`src/rtl/wb_pkg.sv`:
```
// Shared writeback types: queued-result record, drain phase enum and the
// default datapath widths used by the ALU, writeback and register-file blocks.
package wb_pkg;

    localparam int WB_DATA_W = 16;
    localparam int WB_ADDR_W = 5;

    typedef enum logic {
        S_LO = 1'b0,
        S_HI = 1'b1
    } wb_phase_t;

    typedef struct packed {
        logic [2*WB_DATA_W-1:0] result;
        logic [WB_ADDR_W-1:0]   rdst1;
        logic [WB_ADDR_W-1:0]   rdst2;
        logic                   wide;
        logic                   we;
    } wb_entry_t;

endpackage

```
`src/rtl/wb_fifo.sv`:
```
// Synchronous FIFO with wrap-bit pointers; head is a combinational read of the
// oldest entry so a push is visible to the consumer on the very next cycle.
module wb_fifo #(
    parameter int WIDTH = 8,
    parameter int DEPTH = 2
) (
    input  logic             clk,
    input  logic             rst,
    input  logic             i_push,
    input  logic             i_pop,
    input  logic [WIDTH-1:0] i_data,
    output logic [WIDTH-1:0] o_head,
    output logic             o_full,
    output logic             o_empty
);

    localparam int PTR_W = $clog2(DEPTH);
    localparam logic [PTR_W:0] PTR_ONE = {{PTR_W{1'b0}}, 1'b1};

    logic [WIDTH-1:0] r_mem [DEPTH];
    logic [PTR_W:0]   r_wptr;
    logic [PTR_W:0]   r_rptr;
    logic             w_do_push;
    logic             w_do_pop;

    // Same index with opposite wrap bits means the writer has lapped the reader.
    assign o_full    = (r_wptr[PTR_W] != r_rptr[PTR_W]) &&
                       (r_wptr[PTR_W-1:0] == r_rptr[PTR_W-1:0]);
    assign o_empty   = (r_wptr == r_rptr);
    assign o_head    = r_mem[r_rptr[PTR_W-1:0]];
    assign w_do_push = i_push && !o_full;
    assign w_do_pop  = i_pop && !o_empty;

    always_ff @(posedge clk) begin
        if (rst) begin
            r_wptr <= '0;
            r_rptr <= '0;
        end else begin
            if (w_do_push) r_wptr <= r_wptr + PTR_ONE;
            if (w_do_pop)  r_rptr <= r_rptr + PTR_ONE;
        end
    end

    always_ff @(posedge clk) begin
        if (w_do_push) r_mem[r_wptr[PTR_W-1:0]] <= i_data;
    end

endmodule

```
`src/rtl/writeback_sequencer.sv`:
```
// Writeback sequencer: queues ALU results and drains them through the single
// register-file write port. Optional macro WB_R0_DISCARD_EN suppresses writes to R0.
module writeback_sequencer
    import wb_pkg::*;
#(
    parameter int DATA_W = WB_DATA_W,
    parameter int ADDR_W = WB_ADDR_W,
    parameter int DEPTH  = 2
) (
    input  logic                clk,
    input  logic                rst,
    input  logic                in_valid,
    output logic                in_ready,
    input  logic [2*DATA_W-1:0] in_result,
    input  logic [ADDR_W-1:0]   in_rdst1,
    input  logic [ADDR_W-1:0]   in_rdst2,
    input  logic                in_wide,
    input  logic                in_we,
    output logic                rf_we,
    output logic [ADDR_W-1:0]   rf_waddr,
    output logic [DATA_W-1:0]   rf_wdata,
    output logic                busy,
    output logic [15:0]         wb_count
);

    wb_entry_t                 w_in_entry;
    wb_entry_t                 w_head;
    logic [$bits(wb_entry_t)-1:0] w_head_bits;
    logic                      w_full;
    logic                      w_empty;
    logic                      w_push;
    logic                      w_pop;
    logic                      w_we_raw;
    logic                      w_we;
    logic [ADDR_W-1:0]         w_waddr;
    logic [DATA_W-1:0]         w_wdata;

    wb_phase_t                 r_phase;
    logic [15:0]               r_count;
    logic [ADDR_W-1:0]         r_last_waddr;
    logic [DATA_W-1:0]         r_last_wdata;

    assign w_in_entry = '{result: in_result, rdst1: in_rdst1, rdst2: in_rdst2,
                          wide: in_wide, we: in_we};
    assign w_head     = w_head_bits;
    assign w_push     = in_valid && !w_full;
    assign in_ready   = !w_full;
    assign busy       = !w_empty;
    assign wb_count   = r_count;

    wb_fifo #(
        .WIDTH ($bits(wb_entry_t)),
        .DEPTH (DEPTH)
    ) u_fifo (
        .clk     (clk),
        .rst     (rst),
        .i_push  (w_push),
        .i_pop   (w_pop),
        .i_data  (w_in_entry),
        .o_head  (w_head_bits),
        .o_full  (w_full),
        .o_empty (w_empty)
    );

    // Address/data hold their last presented values while the queue is empty.
    always_comb begin
        w_we_raw = 1'b0;
        w_pop    = 1'b0;
        w_waddr  = r_last_waddr;
        w_wdata  = r_last_wdata;
        if (!w_empty) begin
            if (r_phase == S_HI) begin
                w_we_raw = 1'b1;
                w_waddr  = w_head.rdst2;
                w_wdata  = w_head.result[2*DATA_W-1:DATA_W];
                w_pop    = 1'b1;
            end else begin
                w_we_raw = w_head.we;
                w_waddr  = w_head.rdst1;
                w_wdata  = w_head.result[DATA_W-1:0];
                w_pop    = !(w_head.wide && w_head.we);
            end
        end
    end

`ifdef WB_R0_DISCARD_EN
    assign w_we = w_we_raw && (w_waddr != '0);
`else
    assign w_we = w_we_raw;
`endif

    // Masking with rst keeps a drain interrupted by reset from issuing its pending write.
    assign rf_we    = w_we && !rst;
    assign rf_waddr = w_waddr;
    assign rf_wdata = w_wdata;

    always_ff @(posedge clk) begin
        if (rst) begin
            r_phase      <= S_LO;
            r_count      <= '0;
            r_last_waddr <= '0;
            r_last_wdata <= '0;
        end else begin
            if (!w_empty) begin
                r_last_waddr <= w_waddr;
                r_last_wdata <= w_wdata;
            end
            case (r_phase)
                S_LO:    if (!w_empty && w_head.wide && w_head.we) r_phase <= S_HI;
                S_HI:    r_phase <= S_LO;
                default: r_phase <= S_LO;
            endcase
            if (w_pop) r_count <= r_count + 16'd1;
        end
    end

endmodule

```
`config.mk`:
```
export PLATFORM = sky130hd
export DESIGN_NAME = writeback_sequencer
export DESIGN_NICKNAME = d
export VERILOG_FILES = /design/src/rtl/wb_pkg.sv /design/src/rtl/wb_fifo.sv /design/src/rtl/writeback_sequencer.sv
export SDC_FILE = /design/constraint.sdc
export NUM_CORES = 1
export LEC_CHECK = 0
export ABC_AREA = 1
export BUFFER_PORTS_ARGS = -buffer_cell sky130_fd_sc_hd__buf_2
export CORE_ASPECT_RATIO = 1.4
export CORE_MARGIN = 3
export CORE_UTILIZATION = 60
export CTS_BUF_LIST = sky130_fd_sc_hd__clkbuf_16
export CTS_CLUSTER_DIAMETER = 60
export DETAILED_ROUTE_END_ITERATION = 10
export PLACE_DENSITY = 0.87
export SLEW_MARGIN = 0
export SYNTH_ARGS = -nofsm -noshare
export SYNTH_HDL_FRONTEND = slang
export SYNTH_SLANG_ARGS = --single-unit
```
`constraint.sdc`:
```
create_clock -name clk -period 5 [get_ports clk]
set_input_delay 0.25 -clock clk [delete_from_list [all_inputs] [get_ports clk]]
set_output_delay 0.25 -clock clk [all_outputs]
set_load 0.05 [all_outputs]
```
==> metrics.md, run 1 <==
| Metric | Value |
|---|---|
| DRT Pass-1 Iters | `5` |
| P per Cell Area | `roughly 700 nW/um^2` |
| Layout area overhead | `20.3%` |
| Routed Wire Length | `roughly 12 mm` |
| Path type of the worst min-delay path | `in -> reg` |
| CTS buffer count | `17` |
| Period utilization | `approximately 63%` |
| Seq/Total Area, Yosys | `between 60% and 70%` |
| Antenna Violating Nets Remaining | `0` |
| Starting DRT DRC Count | `289` |
| Die area | `9900 sq um` |
| DRC | `0` |
| Final nets | `roughly 640` |
| Row count | `39` |
| Slew headroom | `19.2%` |
| H-tree levels | `4` |
| WL per Instance | `about 17 um` |
| Worst-case reg-to-reg path depth | `9` |
| M1 GR Usage | `between 20% and 30%` |
| Fin. max-slew vios | `0` |
| GRT overflow | `0` |
| Worst-Margin Slew | `between 1 and 1.5 ns` |
| Max Fclk | `0.319 GHz` |
| Type of the worst setup path | `reg -> out` |
| Die Y | `between 100 and 150 um` |
| CTS Buffer Depth | `2` |
| Post-CTS Setup Bufs | `0` |
| Endpoint class of the critical path | `primary output` |
| Grt met3 use | `~5.9%` |
| Antenna diode count | `0` |
| DR vias | `about 4,000` |
| Met2 Usage GRT | `between 40% and 50%` |
| Number of synthesized flops with an enable pin | `just under 90` |
| Setup violations, final | `0` |
| Clk_lat worst skew | `slightly above 0.4 ns` |
| CTS tree | `done` |
| Ys flop type | `edfxtp_1` |
| GR peak layer | `met2` |
| Number of vias per cell | `~5.7` |
| Worst reg2reg endpoint | `wb_count[7]` |
| Worst reg-to-reg setup slack | `roughly 2.2 ns` |
| Post-synthesis cell count | `511` |
| Worst Setup EP | `rf_wdata[4]` |
| Status | `completed` |
| Power after layout | `about 4.3 mW` |
| Worst EP required | `approximately 4.8 ns` |
| Vias in the first global route | `4,025` |
| CP max FO | `49` |
| Clk_skew | `0.00947 ns` |
| GRT Total Usage | `25.0%` |
| LEAKAGE | `~2.6 nW` |
| CORE AREA | `8340 sq um` |
| Initial antenna violation count | `0` |
| Syn Nets | `about 560` |
| Clk slew on worst S/H paths | `0.05 ns` |
| Post-synth ARST share | `0%` |
| Startpoint types | `register` |
| Dpl cells | `between 600 and 700` |
| Die X | `approximately 85 um` |
| Largest net degree at the start of global routing | `50` |
| Yosys cell types | `22` |
| GPL Wtd Cong | `~0.85` |
| Yosys reg bits | `about 130` |
| IO buf count | `86` |
| Worst path arrival time | `roughly 2.9 ns` |
| Setup TNS | `0 ns` |
| Final Hold Fails | `0` |
| First-pass GRT wire length | `approximately 19 mm` |
| Post-CTS Hold Fix Bufs | `0` |
| Clock root buffer | `clkbuf_16` |
| Post-DP HPWL | `approximately 7 mm` |
| Non-filler cells, final | `710` |
| Max_cap viols | `0` |
| IO Pins | `between 80 and 90` |
| Share of cells above drive strength 1 | `20.4%` |
| Final min period | `between 3 and 4 ns` |
| Unrepaired setup endpoints after global routing | `false` |
| Cell area after synthesis | `between 5000 and 6000 sq um` |
| Avg Inst Size Synth | `around 10 sq um` |
| FILL cells | `around 530` |
| Initial core utilization | `around 63%` |
| Ys Warns | `0` |
| Clk sinks | `131` |
| CTS resizes | `0` |
| Maximum vdd drop | `approximately 0.00052 V` |
[critical path: stages (launching register included)]
cell     delay, ns
dfxtp_1       0.30
buf_4         0.27
inv_1         0.93
o21ai_0       0.24
o22ai_1       0.22
nand2_1       0.11
nand2_1       0.11
buf_2         0.28
[cell usage after synthesis (3+ instances only)]
| library cell | instances | area, sq um |
|---|---|---|
| dfxtp_1 | 43 | 861 |
| buf_2 | 5 | 25.0 |
| edfxtp_1 | 88 | 2640 |
| inv_1 | 24 | 90.1 |
| a21oi_1 | 33 | 165 |
| o21ai_0 | 46 | 230 |
| buf_4 | 5 | 37.5 |
| nor2_1 | 80 | 300 |
| clkbuf_1 | 12 | 45.0 |
| nor3_1 | 3 | 15.0 |
| o22ai_1 | 21 | 131 |
| nand2_1 | 112 | 420 |
| xor2_1 | 7 | 61.3 |
| nand3_1 | 19 | 95.1 |
| nor2_4 | 3 | 33.8 |
[state kept, by name, summed over array words and instances, names as in the netlist, named ones only]
name / cells
u_fifo.r_rptr: 2
r_last_waddr: 5
u_fifo.r_mem: 88
u_fifo.r_wptr: 2
wb_count: 16
r_phase: 1
r_last_wdata: 16
[report_power, final]
part / switching, mW / leakage, nW / internal, mW
Clock: 0.427 / 0.295 / 0.819
Combinational: 1.25 / 1.14 / 0.338
Sequential: 0.0798 / 1.17 / 1.38
[worst min path at each step]
stage / from / end / cells past startpoint
global route: in_result[8] / u_fifo.r_mem[0][20] / 1
global placement: in_result[15] / u_fifo.r_mem[0][27] / 1
detailed placement: in_result[15] / u_fifo.r_mem[1][27] / 1
floorplan: in_we / u_fifo.r_mem[0][0] / 0
CTS: in_result[20] / u_fifo.r_mem[0][32] / 1
finish: in_result[9] / u_fifo.r_mem[1][21] / 1
[layout by cell type (no fill, tap or decap), drive strengths merged]
| cell type | n |
|---|---|
| a21oi | 33 |
| buf | 89 |
| bufinv | 4 |
| clkbuf | 17 |
| clkinv | 7 |
| clkinvlp | 2 |
| dfxtp | 43 |
| edfxtp | 88 |
| ha | 1 |
| inv | 27 |
| nand2 | 114 |
| nand3 | 20 |
| nor2 | 83 |
| nor3 | 3 |
| o21ai | 48 |
| o22ai | 21 |
| xnor2 | 1 |
| xor2 | 7 |
[kinds of logic (layout without fill, tap and decap cells)]
group                      after synthesis  count (layout)  synth area share [%]
buffers and inverters                   49             146                  4.28
adders and majority gates                1               1                 0.239
xor gates and xnor gates                 8               8                  1.34
AOI/OAI and AO/OA                      102             102                  10.3
and+or+nand+nor                        220             220                  16.9
DFF                                    131             131                  66.9
[stage by stage]
| step | utilization [%] | hold slack (ns) | setup slack (ns) | cell area, sq um |
|---|---|---|---|---|
| 2_1_floorplan | - | 0.349 | 1.47 | 5230 |
| 3_3_place_gp | 68.3 | 0.440 | 2.53 | 5700 |
| 3_5_place_dp | 68.3 | 0.441 | 2.36 | 5700 |
| 4_1_cts | 75.5 | 0.0167 | 1.86 | 6300 |
| 5_1_grt | 75.5 | 0.0209 | 1.64 | 6300 |
| 6_report | 75.5 | 0.0276 | 1.86 | 6300 |
[layout make-up]
cell class,instances,area [sq um],area share (%)
multi-input combinational,331,1520,24.2
sequential,131,3500,55.6
clock buffer,17,425,6.76
inverter,25,93.8,1.49
tap,102,128,2.03
timing repair buffer,89,453,7.19
clock inverter,15,173,2.74
[routing by layer]
metal | vias to the layer above | part of all wire, %
li1 | 1908 | -
met1 | 1903 | 38
met2 | 203 | 53
met3 | 31 | 6.2
met4 | 0 | 2.6
met5 | - | 0
No activity file was read; power rests on OpenSTA's default activity.
==> run 2: changes to the inputs <==
CORE_UTILIZATION = 50   (was 60)
PLACE_DENSITY = 0.78   (was 0.87)
clock period = 2.7 ns   (was 5 ns; I/O delays follow)
==> run 2 against run 1 <==
Sequential share of layout area fell by 3.8 points. Sequential cell count unchanged. Register-to-register slack got worse by 1.6 ns. Total power is 81% higher. Die area rose by 19%. Clock power grew 62%. Global-route usage is 2.7 points lower. Critical path depth did not move. First-iteration DRC count is 13% higher. Hold slack improved by 0.11 ns.
==> metrics.md, run 2 (synthesized netlist as in run 1, its figures left out) <==
| Metric | Value |
|---|---|
| Status | `completed` |
| Non-filler cells, final | `792` |
| Setup TNS | `0 ns` |
| Clk slew on worst S/H paths | `0.05 ns` |
| Sequential share of power | `34.6%` |
| Worst EP required | `between 2 and 3 ns` |
| Clk_skew | `0.0110 ns` |
| GRT Total Usage | `about 22%` |
| Startpoint types | `register` |
| Die X | `slightly above 90 um` |
| GRT overflow | `0` |
| Worst-Margin Slew | `approximately 0.8 ns` |
| Path type of the worst min-delay path | `in -> reg` |
| Row count | `43` |
| Clk sinks | `between 100 and 150` |
| CORE AREA | `a little over 10,000 sq um` |
| Worst path cell trace | `inv_2 > nand2_1 > nand2_1 > nor2_4 > nand2_1 > nand2_1 > buf_2` |
| CP max FO | `24` |
| Clk pwr share | `between 20% and 30%` |
| P per Cell Area | `1150 nW/um^2` |
| Slew headroom | `between 40 and 50%` |
| DRC | `0` |
| Max stage delay on crit path | `0.59 ns` |
| WL per Instance | `approximately 16 um` |
| Routed Wire Length | `12.3 mm` |
| LEAKAGE | `roughly 2.8 nW` |
| Worst path arrival time | `around 2.3 ns` |
| Die area | `roughly 12,000 sq um` |
| Sw Share | `approximately 42%` |
| Slowest stage cell, crit path | `nor2_4` |
| Starting DRT DRC Count | `327` |
| Max Fclk | `approximately 0.41 GHz` |
| Initial antenna violation count | `0` |
| Setup violations, final | `0` |
| Post-DP HPWL | `approximately 7.2 mm` |
| Worst reg-to-reg setup slack | `~0.59 ns` |
| Antenna Violating Nets Remaining | `0` |
| Share of cells above drive strength 1 | `19.6%` |
| Commonest non-fill, non-tap cell in the layout | `nand2_1` |
| Type of the worst setup path | `reg -> out` |
| Die Y | `127 um` |
| Most frequent cells in the layout | `nand2_1, edfxtp_1, buf_2, nor2_1, o21ai_0` |
| Comb power frac | `39.5%` |
| Dpl cells | `a little over 700` |
| Max_cap viols | `0` |
| Most used cell along the critical path | `nand2_1` |
| Maximum vdd drop | `~0.00076 V` |
| Post-CTS Setup Bufs | `0` |
| Final Hold Fails | `0` |
| Antenna diode count | `0` |
| CTS buffer count | `17` |
| Clock root buffer | `clkbuf_16` |
| Clk_lat worst skew | `0.41 ns` |
| DR vias | `about 4,200` |
| IO Pins | `between 80 and 90` |
| CTS resizes | `0` |
| Largest net degree at the start of global routing | `~50` |
| Int Pwr | `4.48 mW` |
| Period utilization | `between 90% and 100%` |
| Final nets | `between 600 and 700` |
| Vias in the first global route | `between 4,000 and 5,000` |
| Layout area overhead | `29.2%` |
| Number of vias per cell | `~5.3` |
| Initial core utilization | `52.0%` |
| DRT Pass-1 Iters | `5` |
| First-pass GRT wire length | `just over 20 mm` |
| Endpoint class of the critical path | `primary output` |
| CTS Buffer Depth | `2` |
| Unrepaired setup endpoints after global routing | `false` |
| H-tree levels | `4` |
| Max FFs per register | `between 80 and 90` |
| Net Sw Power | `3.29 mW` |
| IO buf count | `86` |
| Fin. max-slew vios | `0` |
| Final min period | `around 2.4 ns` |
| GPL Wtd Cong | `0.805` |
| CTS tree | `done` |
run 2: cell count changes in the layout (fill, tap and decap cells not counted):
cell | previous run | this run
buf_4 | 3 | 7
bufinv_16 | 4 | 1
inv_1 | 26 | 27
clkinvlp_4 | 2 | 5
buf_12 | 0 | 1
clkinv_1 | 4 | 3
dlygate4sd3_1 | 0 | 44
run 2: critical path, delay by kind of cell (launching register included):
family	cells	cell delay [ns]
and+or+nand+nor	5	1.07
buffers and inverters	2	0.37
DFF	1	0.46
run 2: layout make-up:
class	count	area (sq um)
sequential	131	3500
fill	734	3300
multi-input combinational	331	1520
timing repair buffer	138	943
clock buffer	17	425
tap	135	169
clock inverter	15	105
inverter	25	93.8
run 2: worst paths after layout:
check	from	endpoint	cells past startpoint
max reg2reg	u_fifo.r_wptr[0]	u_fifo.r_mem[0][39]	7
min	rst	wb_count[3]	2
max	u_fifo.r_wptr[0]	rf_wdata[9]	7
min reg2reg	r_last_waddr[4]	r_last_waddr[4]	2
run 2: per-stage QoR:
stage	worst slack (ns)	cell area, sq um	hold WS (ns)	utilization, %	power (mW)
3_5_place_dp	0.600	5790	0.326	57.6	5.68
2_1_floorplan	-0.131	5240	0.234	-	5.03
6_report	0.259	6760	0.141	67.2	7.77
4_1_cts	0.281	6760	0.140	67.2	7.75
3_3_place_gp	0.687	5790	0.324	57.6	5.61
5_1_grt	0.112	6760	0.150	67.2	8.14
run 2: power groups by stage:
stage / combinational (mW) / clock (mW) / sequential, mW
finish: 3.06 / 2.02 / 2.68
global route: 3.29 / 2.14 / 2.71
CTS: 3.04 / 2.04 / 2.68
detailed placement: 2.97 / 0 / 2.71
global placement: 2.92 / 0 / 2.70
floorplan: 2.30 / 0 / 2.73
run 2: what timing repair did:
item | in CTS | in global routing
endpoints found under the hold margin | 88 | 0
endpoints found under the setup margin | 0 | 0
hold buffers | 44 | 0
run 2: layer usage:
metal / GRT usage, % / up-vias / wire length (um)
met2: 40.6 / 146 / 6670
met3: 4.65 / 25 / 640
met1: 24.4 / 2013 / 4720
met4: 11.0 / 0 / 272
li1: - / 2008 / -
met5: 0 / - / 0
==> run 3: changes to the inputs <==
CORE_UTILIZATION = 51   (was 50)
SYNTH_HIERARCHICAL = 1   (was default)
==> run 3 against run 2 <==
Sequential share of layout area down 4.6 points. Hold slack better by 0.036 ns. Sequential cell count unchanged. Count of clock-buffer cells in the layout unchanged. Largest cell class unchanged.
==> metrics.md, run 3 <==
| Metric | Value |
|---|---|
| Largest net degree at the start of global routing | `44` |
| DRC | `0` |
| Clk_skew | `a little over 0.007 ns` |
| Clk sinks | `roughly 130` |
| Status | `completed` |
| Unrepaired setup endpoints after global routing | `false` |
| Post-synth ARST share | `0%` |
| Slew headroom | `between 60% and 70%` |
| WL per Instance | `about 15 um` |
| CTS Buffer Depth | `2` |
| LEAKAGE | `approximately 3 nW` |
| Type of the worst setup path | `reg -> out` |
| Number of synthesized flops with an enable pin | `88` |
| Post-Synth Adder-Cell Area | `less than 1%` |
| Die Y | `approximately 130 um` |
| IO buf count | `86` |
| Syn Nets | `536` |
| Die X | `between 90 and 100 um` |
| Post-synthesis mux area share | `11.1%` |
| DR vias | `approximately 4,000` |
| CORE AREA | `11,000 sq um` |
| Routed Wire Length | `11.9 mm` |
| Starting DRT DRC Count | `189` |
| Final nets | `676` |
| CTS tree | `done` |
| Ys Warns | `6` |
| Main combinational cell family by area after synthesis | `simple AND/OR/NAND/NOR gates` |
| Fin. max-slew vios | `0` |
| CP max FO | `43` |
| Final hold slack | `around 0.18 ns` |
| Antenna diode count | `0` |
| Power after layout | `7.08 mW` |
| Avg Inst Size Synth | `~12 sq um` |
| Setup violations, final | `0` |
| Most common cell in the netlist | `edfxtp_1` |
| IO Pins | `87` |
| Most frequent cells in the layout | `edfxtp_1, buf_2, nor2_1, inv_1, nand2_1` |
| Max stage delay on crit path | `about 0.43 ns` |
| Worst path arrival time | `about 2.3 ns` |
| Layout Cell Area excl Fill | `7420 sq um` |
| Ys flop type | `edfxtp_1` |
| Synth Area in Simple Gates | `between 10% and 20%` |
| Max Fclk | `0.418 GHz` |
| Maximum vdd drop | `around 0.00076 V` |
| Number of vias per cell | `about 5.1` |
| Initial antenna violation count | `0` |
| Die area | `between 10,000 and 15,000 sq um` |
| P per Cell Area | `around 950 nW/um^2` |
| Clk slew on worst S/H paths | `0.06 ns` |
| Final min period | `~2.4 ns` |
| Setup TNS | `0 ns` |
| Post-Synth XOR/XNOR Area | `0%` |
| Post-synthesis cell count | `a little under 500` |
| Top area cells in the synthesized netlist | `edfxtp_1, dfxtp_1, mux2_4, nor2_1, inv_1` |
| Layout area overhead | `27.7%` |
| Clk_lat worst skew | `slightly above 0.4 ns` |
| Yosys cell types | `34` |
| Initial core utilization | `between 50% and 60%` |
| Vias in the first global route | `roughly 4,200` |
| Path type of the worst min-delay path | `in -> reg` |
| Endpoint class of the critical path | `primary output` |
| Antenna Violating Nets Remaining | `0` |
| Post-DP HPWL | `between 7 and 8 mm` |
| Synth Area in Compound Gates | `between 7 and 8%` |
| Row count | `45` |
| H-tree levels | `4` |
| Final Hold Fails | `0` |
| GRT overflow | `0` |
| Worst-Margin Slew | `between 0.5 and 0.6 ns` |
| GRT Total Usage | `20.2%` |
| Post-synth top area share | `between 40% and 50%` |
| Seq/Total Area, Yosys | `between 60% and 70%` |
| Startpoint types | `register` |
| Post-synth top area cell | `edfxtp_1` |
| Worst path cell trace | `inv_1 > nand2_1 > nand2_2 > nand2_2 > inv_1 > inv_6 > o211ai_1 > o21ai_2 > buf_2` |
| Max_cap viols | `0` |
| Clock root buffer | `clkbuf_16` |
| Period utilization | `between 80% and 90%` |
| First-pass GRT wire length | `roughly 20 mm` |
| Max FFs per register | `between 80 and 90` |
| Slowest stage cell, crit path | `dfxtp_1` |
| Cell area after synthesis | `a little under 6000 sq um` |
| Share of cells above drive strength 1 | `a little over a third` |
| CTS buffer count | `17` |
| Commonest cells in the netlist | `edfxtp_1, nor2_1, inv_1, nand2_1, dfxtp_1` |
| Yosys reg bits | `between 100 and 150` |
| GPL Wtd Cong | `0.773` |
| Worst EP required | `around 2.6 ns` |
| Commonest non-fill, non-tap cell in the layout | `edfxtp_1` |
| DRT Pass-1 Iters | `4` |
| Placed inst area | `around 6400 sq um` |
==> run 3: cells by family after synthesis <==
kind of cell,Yosys count
flip-flops,131
AND/OR/NAND/NOR,159
buffers and inverters,93
adder cells (fa/ha/maj),1
AO/OA/AOI/OAI,60
multiplexers,44
==> run 3: cell type report <==
type                            count  area, sq um
Fill cell                         753         3560
Clock inverter                     15          179
Timing Repair Buffer              138          981
Inverter                           76          290
Clock buffer                       17          425
Sequential cell                   131         3500
Tap cell                          141          176
Multi-Input combinational cell    264         1860
==> run 3: worst max-delay path: cells and delay by family, from the launching register on <==
family / cells / cell delay, ns
flip-flops: 1 / 0.43
AO/OA/AOI/OAI: 2 / 0.33
buffers and inverters: 4 / 0.83
AND/OR/NAND/NOR: 3 / 0.24
==> run 3: where the power goes <==
part	switching [mW]	internal, mW
Combinational	1.50	0.754
Clock	0.863	1.46
Sequential	0.0920	2.42
==> run 3: per-stage QoR <==
| stage | worst slack [ns] | utilization (%) | std cells |
|---|---|---|---|
| global route | 0.122 | 67.6 | 782 |
| global placement | 0.611 | 58.0 | 706 |
| finish | 0.306 | 67.6 | 782 |
| CTS | 0.161 | 67.6 | 782 |
| floorplan | 0.218 | - | 488 |
| detailed placement | 0.616 | 58.0 | 706 |
==> run 3: timing repair <==
action,4_1_cts,5_1_grt
buffers inserted,0,0
hold buffers,44,0
endpoints found under the setup margin,0,4
resized for setup,0,1
hold endpoints to repair,88,0
==> run 3: final timing paths <==
path / start / endpoint / slack [ns] / cells after the start
worst max-delay path: u_fifo/r_wptr[0] / rf_wdata[13] / 0.31 / 9
worst min-delay path: in_valid / u_fifo/r_wptr[0] / 0.18 / 5
worst min register to register: wb_count[15] / wb_count[15] / 0.51 / 2
worst max register to register: u_fifo/r_wptr[0] / u_fifo/r_mem[0][9] / 0.56 / 9
==> run 3: routing by layer <==
| layer | global-route usage [%] | vias up | part of all wire, % |
|---|---|---|---|
| met4 | 9.10 | 0 | 2.5 |
| met5 | 0 | - | 0 |
| met3 | 4.74 | 26 | 4.4 |
| met2 | 36.5 | 122 | 55 |
| met1 | 21.7 | 1879 | 38 |
| li1 | - | 1925 | - |
